`src/rtl/offchip_mem_responder_if.sv`:
```
// Bus bundles for the off-chip memory responder: the line-granular port toward
// the memory controller and the 32-bit word-beat port toward external SRAM.
`ifndef CACHE_LINE_SIZE
`define CACHE_LINE_SIZE 16
`endif

interface offchip_mem_if #(
  parameter int LINE_BYTES = `CACHE_LINE_SIZE
);
  logic [31:0]             offchip_mem_addr;
  logic                    offchip_mem_read_en;
  logic                    offchip_mem_write_en;
  logic [LINE_BYTES*8-1:0] offchip_mem_wdata;
  logic [LINE_BYTES*8-1:0] offchip_mem_data;
  logic                    offchip_mem_ready;

  modport master (
    output offchip_mem_addr, offchip_mem_read_en, offchip_mem_write_en, offchip_mem_wdata,
    input  offchip_mem_data, offchip_mem_ready
  );
  modport slave (
    input  offchip_mem_addr, offchip_mem_read_en, offchip_mem_write_en, offchip_mem_wdata,
    output offchip_mem_data, offchip_mem_ready
  );
endinterface

interface ext_mem_if;
  logic        ext_req;
  logic        ext_we;
  logic [31:0] ext_addr;
  logic [31:0] ext_wdata;
  logic [31:0] ext_rdata;
  logic        ext_ack;

  modport master (
    output ext_req, ext_we, ext_addr, ext_wdata,
    input  ext_rdata, ext_ack
  );
  modport slave (
    input  ext_req, ext_we, ext_addr, ext_wdata,
    output ext_rdata, ext_ack
  );
endinterface

```
`src/rtl/offchip_mem_responder.sv`:
```
// Serves cache-line read/write requests as a burst of 32-bit word beats on an
// SRAM-style bus, assembling read lines and splitting write lines.
`ifndef CACHE_LINE_SIZE
`define CACHE_LINE_SIZE 16
`endif

module offchip_mem_responder #(
  parameter int LINE_BYTES = `CACHE_LINE_SIZE,
  parameter int BEATS      = LINE_BYTES / 4
) (
  input  logic         clk,
  input  logic         rst,
  offchip_mem_if.slave mem,
  ext_mem_if.master    ext
);

  localparam int BEAT_W = (BEATS > 1) ? $clog2(BEATS) : 1;
  localparam int LINE_W = LINE_BYTES * 8;

  typedef enum logic [1:0] {IDLE, RD_BEAT, WR_BEAT, DONE} state_t;

  state_t              state, state_nxt;
  logic                rd_q, wr_q;
  logic                rd_pend, wr_pend;
  logic [BEAT_W-1:0]   beat;
  logic [31:0]         line_addr;
  logic [LINE_W-1:0]   wr_line;
  logic [LINE_W-1:0]   rd_buf;
  logic [LINE_W-1:0]   rd_line;
  logic [LINE_W-1:0]   data_q;

  logic rd_eff, wr_eff, start_rd, start_wr, in_beat, last_beat;

  // A rising enable counts immediately, so an idle responder starts on the
  // same edge that records it; otherwise it waits in the sticky flag.
  assign rd_eff    = rd_pend | (mem.offchip_mem_read_en  & ~rd_q);
  assign wr_eff    = wr_pend | (mem.offchip_mem_write_en & ~wr_q);
  assign start_wr  = (state == IDLE) & wr_eff;
  assign start_rd  = (state == IDLE) & ~wr_eff & rd_eff;
  assign in_beat   = (state == RD_BEAT) | (state == WR_BEAT);
  assign last_beat = (beat == BEAT_W'(BEATS - 1));

  // Read buffer with the word arriving this cycle merged in, so the final
  // beat lands in the output register on the same edge that enters DONE.
  always_comb begin
    rd_line = rd_buf;
    rd_line[{beat, 5'b0} +: 32] = ext.ext_rdata;
  end

  always_comb begin
    state_nxt = state;
    case (state)
      IDLE: begin
        if (start_wr)      state_nxt = WR_BEAT;
        else if (start_rd) state_nxt = RD_BEAT;
      end
      RD_BEAT, WR_BEAT: begin
        if (ext.ext_ack && last_beat) state_nxt = DONE;
      end
      DONE:    state_nxt = IDLE;
      default: state_nxt = IDLE;
    endcase
  end

  always_comb begin
    ext.ext_req           = 1'b0;
    ext.ext_we            = 1'b0;
    ext.ext_addr          = 32'h0;
    ext.ext_wdata         = 32'h0;
    mem.offchip_mem_ready = 1'b0;
    case (state)
      RD_BEAT: begin
        ext.ext_req  = 1'b1;
        ext.ext_addr = line_addr + 32'({beat, 2'b00});
      end
      WR_BEAT: begin
        ext.ext_req   = 1'b1;
        ext.ext_we    = 1'b1;
        ext.ext_addr  = line_addr + 32'({beat, 2'b00});
        ext.ext_wdata = wr_line[{beat, 5'b0} +: 32];
      end
      DONE:    mem.offchip_mem_ready = 1'b1;
      default: ;
    endcase
  end

  assign mem.offchip_mem_data = data_q;

  always_ff @(posedge clk or negedge rst) begin
    if (!rst) begin
      state   <= IDLE;
      rd_q    <= 1'b0;
      wr_q    <= 1'b0;
      rd_pend <= 1'b0;
      wr_pend <= 1'b0;
      beat    <= '0;
      data_q  <= '0;
    end else begin
      state   <= state_nxt;
      rd_q    <= mem.offchip_mem_read_en;
      wr_q    <= mem.offchip_mem_write_en;
      rd_pend <= rd_eff & ~start_rd;
      wr_pend <= wr_eff & ~start_wr;
      if (start_rd || start_wr)       beat <= '0;
      else if (in_beat && ext.ext_ack) beat <= beat + 1'b1;
      if (state == RD_BEAT && ext.ext_ack && last_beat) data_q <= rd_line;
    end
  end

  // Line address, write line and partial read words carry no reset: each
  // transfer reloads them before they are consumed.
  always_ff @(posedge clk) begin
    if (start_rd || start_wr) line_addr <= mem.offchip_mem_addr & 32'hFFFF_FFF0;
    if (start_wr)             wr_line   <= mem.offchip_mem_wdata;
    if (state == RD_BEAT && ext.ext_ack) rd_buf <= rd_line;
  end

endmodule
```
`src/flat_wrapper.sv`:
```
// flat-port wrapper written by rule: the top's interface ports become plain ports
module offchip_mem_responder_flat 
#(
  parameter int LINE_BYTES = `CACHE_LINE_SIZE,
  parameter int BEATS      = LINE_BYTES / 4
)
  (clk, rst, mem_offchip_mem_addr, mem_offchip_mem_read_en, mem_offchip_mem_write_en, mem_offchip_mem_wdata, mem_offchip_mem_data, mem_offchip_mem_ready, ext_ext_req, ext_ext_we, ext_ext_addr, ext_ext_wdata, ext_ext_rdata, ext_ext_ack);
  offchip_mem_if #(.LINE_BYTES(LINE_BYTES)) mem_i ();
  ext_mem_if ext_i ();
  input  logic clk;
  input  logic rst;
  input wire logic [$bits(mem_i.offchip_mem_addr)-1:0] mem_offchip_mem_addr;
  input wire logic [$bits(mem_i.offchip_mem_read_en)-1:0] mem_offchip_mem_read_en;
  input wire logic [$bits(mem_i.offchip_mem_write_en)-1:0] mem_offchip_mem_write_en;
  input wire logic [$bits(mem_i.offchip_mem_wdata)-1:0] mem_offchip_mem_wdata;
  output wire logic [$bits(mem_i.offchip_mem_data)-1:0] mem_offchip_mem_data;
  output wire logic [$bits(mem_i.offchip_mem_ready)-1:0] mem_offchip_mem_ready;
  output wire logic [$bits(ext_i.ext_req)-1:0] ext_ext_req;
  output wire logic [$bits(ext_i.ext_we)-1:0] ext_ext_we;
  output wire logic [$bits(ext_i.ext_addr)-1:0] ext_ext_addr;
  output wire logic [$bits(ext_i.ext_wdata)-1:0] ext_ext_wdata;
  input wire logic [$bits(ext_i.ext_rdata)-1:0] ext_ext_rdata;
  input wire logic [$bits(ext_i.ext_ack)-1:0] ext_ext_ack;
  assign mem_i.offchip_mem_addr = mem_offchip_mem_addr;
  assign mem_i.offchip_mem_read_en = mem_offchip_mem_read_en;
  assign mem_i.offchip_mem_write_en = mem_offchip_mem_write_en;
  assign mem_i.offchip_mem_wdata = mem_offchip_mem_wdata;
  assign mem_offchip_mem_data = mem_i.offchip_mem_data;
  assign mem_offchip_mem_ready = mem_i.offchip_mem_ready;
  assign ext_ext_req = ext_i.ext_req;
  assign ext_ext_we = ext_i.ext_we;
  assign ext_ext_addr = ext_i.ext_addr;
  assign ext_ext_wdata = ext_i.ext_wdata;
  assign ext_i.ext_rdata = ext_ext_rdata;
  assign ext_i.ext_ack = ext_ext_ack;
  offchip_mem_responder #(.LINE_BYTES(LINE_BYTES), .BEATS(BEATS)) u_core (.clk(clk), .rst(rst), .mem(mem_i), .ext(ext_i));
endmodule
```
`config.mk`:
```
export PLATFORM = sky130hd
export DESIGN_NAME = offchip_mem_responder_flat
export DESIGN_NICKNAME = d
export VERILOG_FILES = /design/src/rtl/offchip_mem_responder_if.sv /design/src/rtl/offchip_mem_responder.sv /design/src/flat_wrapper.sv
export SDC_FILE = /design/constraint.sdc
export NUM_CORES = 1
export LEC_CHECK = 0
export ABC_AREA = 0
export BUFFER_PORTS_ARGS = -buffer_cell sky130_fd_sc_hd__buf_2
export CAP_MARGIN = 20
export CORE_MARGIN = 3
export CORE_UTILIZATION = 30
export CTS_CLUSTER_DIAMETER = 50
export DETAILED_ROUTE_END_ITERATION = 8
export PLACE_DENSITY_LB_ADDON = 0.1
export SLEW_MARGIN = 20
export SYNTH_ARGS = -nofsm -noshare
export SYNTH_HDL_FRONTEND = slang
export SYNTH_SLANG_ARGS = --single-unit
```
`constraint.sdc`:
```
create_clock -name clk -period 7.68 [get_ports clk]
set_input_delay 0.768 -clock clk [delete_from_list [all_inputs] [get_ports clk]]
set_output_delay 0.768 -clock clk [all_outputs]
set_load 0.01 [all_outputs]
```
==> run_results.csv <==
group,metric,value,unit
status,outcome,"finished clean",
sta,fin_tns_setup,0,ps
route,drt_pre_antenna_iters,4,
flow_run,cap_violations,0,
die,design.die.area,58800,um^2
power,p_leak,9.37,nW
route,via_per_inst,4.44,
clock_network,htree_levels,2,
clock_network,cts_tree,"done",
sta,fmax,266,MHz
synthesis,syn_area,16800,um^2
placed_design,portBuffers,385,
synthesis,avgSynthCellArea,14.4,um^2
route,drtIter0Drc,496,
synthesis,synthTopCellsByArea,"edfxtp_1, dfrtp_1, mux2_2, mux4_2, nand2_1",
setup_path,crit_arrival,4290,ps
clock_network,post_cts_buffers,0,
route,routed_wl,47000,um
synthesis,yosysTopAreaCell,"edfxtp_1",
die,die_x,243,um
synthesis,synth-edff-count,284,
synthesis,postSynthCellCount,1167,
global_routing,grt.overflow.total,0,
placed_design,dpl.hpwl,29200,um
clock_network,cts_buffer_depth,3,
global_routing,antenna_found_initial,14,
sta,fin_skew,20.8,ps
placed_design,gp_congestion,0.739,
sta,hold_violations,0,
clock_network,clk_pin_slew,60,ps
die,io_pins,392,
power,vdd_drop_max,0.000227,V
clock_network,clock_latency,600,ps
power,power_density,400,nW/um^2
final_layout,fin_util,38.9,%
synthesis,synth_seq_area_share,71.1,%
setup_path,critPathMostFrequentCell,"buf_4",
setup_path,slowest_stage,"ha_2",
setup_path,cp-end-kind,"register",
clock_network,clock-sinks,420,
route,vias,10500,
die,initial_core_util,30.4,%
worst_hold_path,hold_path.class,"input pin to async pin",
clock_network,cts_resized,0,
sta,rsz0062_at_grt,"false",
final_layout,multiInputGateArea,4220,um^2
final_layout,fillers,5312,
setup_path,cpPeakStageDelay,970,ps
sta,tightest_slew,1100,ps
route,post_drt_wl_per_cell,19.9,um
setup_path,crit_required,8210,ps
route,drc,0,
synthesis,ys_top_cells_by_count,"edfxtp_1, nand2_1, dfrtp_1",
global_routing,grt_use_total,15.9,%
clock_network,cts_root_buf,"clkbuf_16",
global_routing,grt_pass1_vias,11100,
sta,maxSlewHeadroom,26.5,%
clock_network,cts_buffers,57,
clock_network,postCtsHoldBufs,0,
sta,setup_slack,3920,ps
setup_path,reg2regPathDepth,8,
final_layout,regArea,11900,um^2
die,num_rows,86,
final_layout,drive_above_1_share,39.6,%
synthesis,yosys_most_used_dff,"edfxtp_1",
setup_path,path_class,"register to register",
sta,slew_violations,0,
global_routing,grt_max_degree,120,
final_layout,syn2layout_area_growth,28.0,%
setup_path,crit_fanout,41,
synthesis,ys_types,33,
die,fp.dieH,243,um
route,ant_nets,0,
synthesis,ys_ff_latch,420,
setup_path,path_delay_family,"buffers and inverters",
sta,min_period_over_period,48.9,%
setup_path,worstSetupPathDepth,8,
synthesis,synth_top_area_share,50.8,%
final_layout,num-nets-final,1772,
placed_design,place_ws,3430,ps
setup_path,crit_buf_inv,3,
sta,finalCriticalPeriod,3760,ps
synthesis,yosysWarnings,0,
synthesis,synthArstFlopShare,32.4,%
setup_path,worstSetupStartpointType,"register",
die,coreArea,55200,um^2
sta,setup_viol,0,
synthesis,post-synth-top-count-cell,"edfxtp_1",
setup_path,path_cells,"buf_4 > ha_2 > nor4bb_4 > buf_6 > buf_4 > nand2_1 > o21ai_1 > mux2_2",
global_routing,grt_pass1_wl,70800,um
[placed cells by master, fill, tap and decap left out, types with 4 or more instances in the layout]
cell type | synthesis | routed
buf_2 | 17 | 384
edfxtp_1 | 284 | 284
nand2_1 | 164 | 164
dfrtp_1 | 136 | 134
inv_1 | 101 | 101
mux2_2 | 96 | 96
o21ai_1 | 73 | 73
and2_1 | 63 | 62
clkbuf_16 | 0 | 59
nor2_1 | 36 | 36
a31oi_1 | 34 | 34
nand2b_1 | 32 | 32
mux4_2 | 32 | 32
o21ai_0 | 14 | 14
clkbuf_1 | 26 | 11
buf_4 | 11 | 11
o21ai_2 | 10 | 10
diode_2 | 0 | 8
clkinv_1 | 0 | 8
inv_6 | 0 | 7
bufinv_16 | 0 | 7
ha_1 | 10 | 6
clkinv_2 | 0 | 6
a21oi_1 | 4 | 4
ha_2 | 0 | 4
[per-layer routing]
layer | GRT usage [%] | vias to the layer above | part of all wire [%]
li1 | - | 4920 | -
met1 | 19.6 | 5156 | 42
met5 | 0 | - | 0.096
met4 | 5.94 | 12 | 3.5
met3 | 4.64 | 100 | 6.7
met2 | 26.4 | 331 | 48
[area by class of cell]
type / instances / share of cell area, %
flip-flops and latches: 420 / 55.5
multi-input cells: 585 / 19.6
repair buffers: 400 / 9.71
clock buffers: 72 / 7.19
well taps: 748 / 4.35
inverters: 101 / 1.76
clock inverters: 33 / 1.75
diodes: 8 / 0.0932
[where the power goes]
part           switching (W)  total, W  internal, W
logic                0.00148   0.00244     0.000956
clock network        0.00101   0.00267      0.00166
registers           0.000227   0.00349      0.00326
[worst paths after layout]
path,startpoint,end,slack (ps)
worst max-delay path,u_core.beat[0],u_core.mem.offchip_mem_data[107],3920
worst min-delay path,rst,u_core.mem.offchip_mem_data[47],240
worst max register to register,u_core.beat[0],u_core.mem.offchip_mem_data[107],3920
worst min register to register,u_core.mem.offchip_mem_data[43],u_core.mem.offchip_mem_data[43],500
max in group asynchronous,rst,u_core.beat[0],5950
min in group clk,mem_offchip_mem_write_en,u_core.wr_q,300
[registers in the layout, indices dropped and copies added, names as in the netlist]
signal and flops:
u_core.wr_line 128, u_core.beat 2, u_core.line_addr 28, u_core.wr_q 1, u_core.rd_buf 128, u_core.state 2
u_core.wr_pend 1, u_core.rd_pend 1, u_core.rd_q 1, u_core.mem.offchip_mem_data 128
[kinds of logic (layout without fill, tap and decap cells)]
kind of cell	count (synthesis)	in the layout	synth area share (%)
DFF	420	420	71.1
and+or+nand+nor	305	305	8.50
buffers and inverters	163	606	4.20
AOI/OAI and AO/OA	139	139	4.69
muxes	128	128	10.7
adders and majority gates	10	10	0.745
other	1	10	0.0223
xor gates and xnor gates	1	1	0.0522
[stage by stage]
step	cell area, um^2	cells	power [W]	hold slack (ps)
2_1_floorplan	16800	1168	0.00500	472
3_3_place_gp	19500	2252	0.00599	486
3_5_place_dp	19500	2252	0.00603	491
4_1_cts	21400	2357	0.00876	254
5_1_grt	21500	2366	0.00912	269
6_report	21500	2367	0.00860	241
Note: power is estimated with default switching activity, not from simulation.
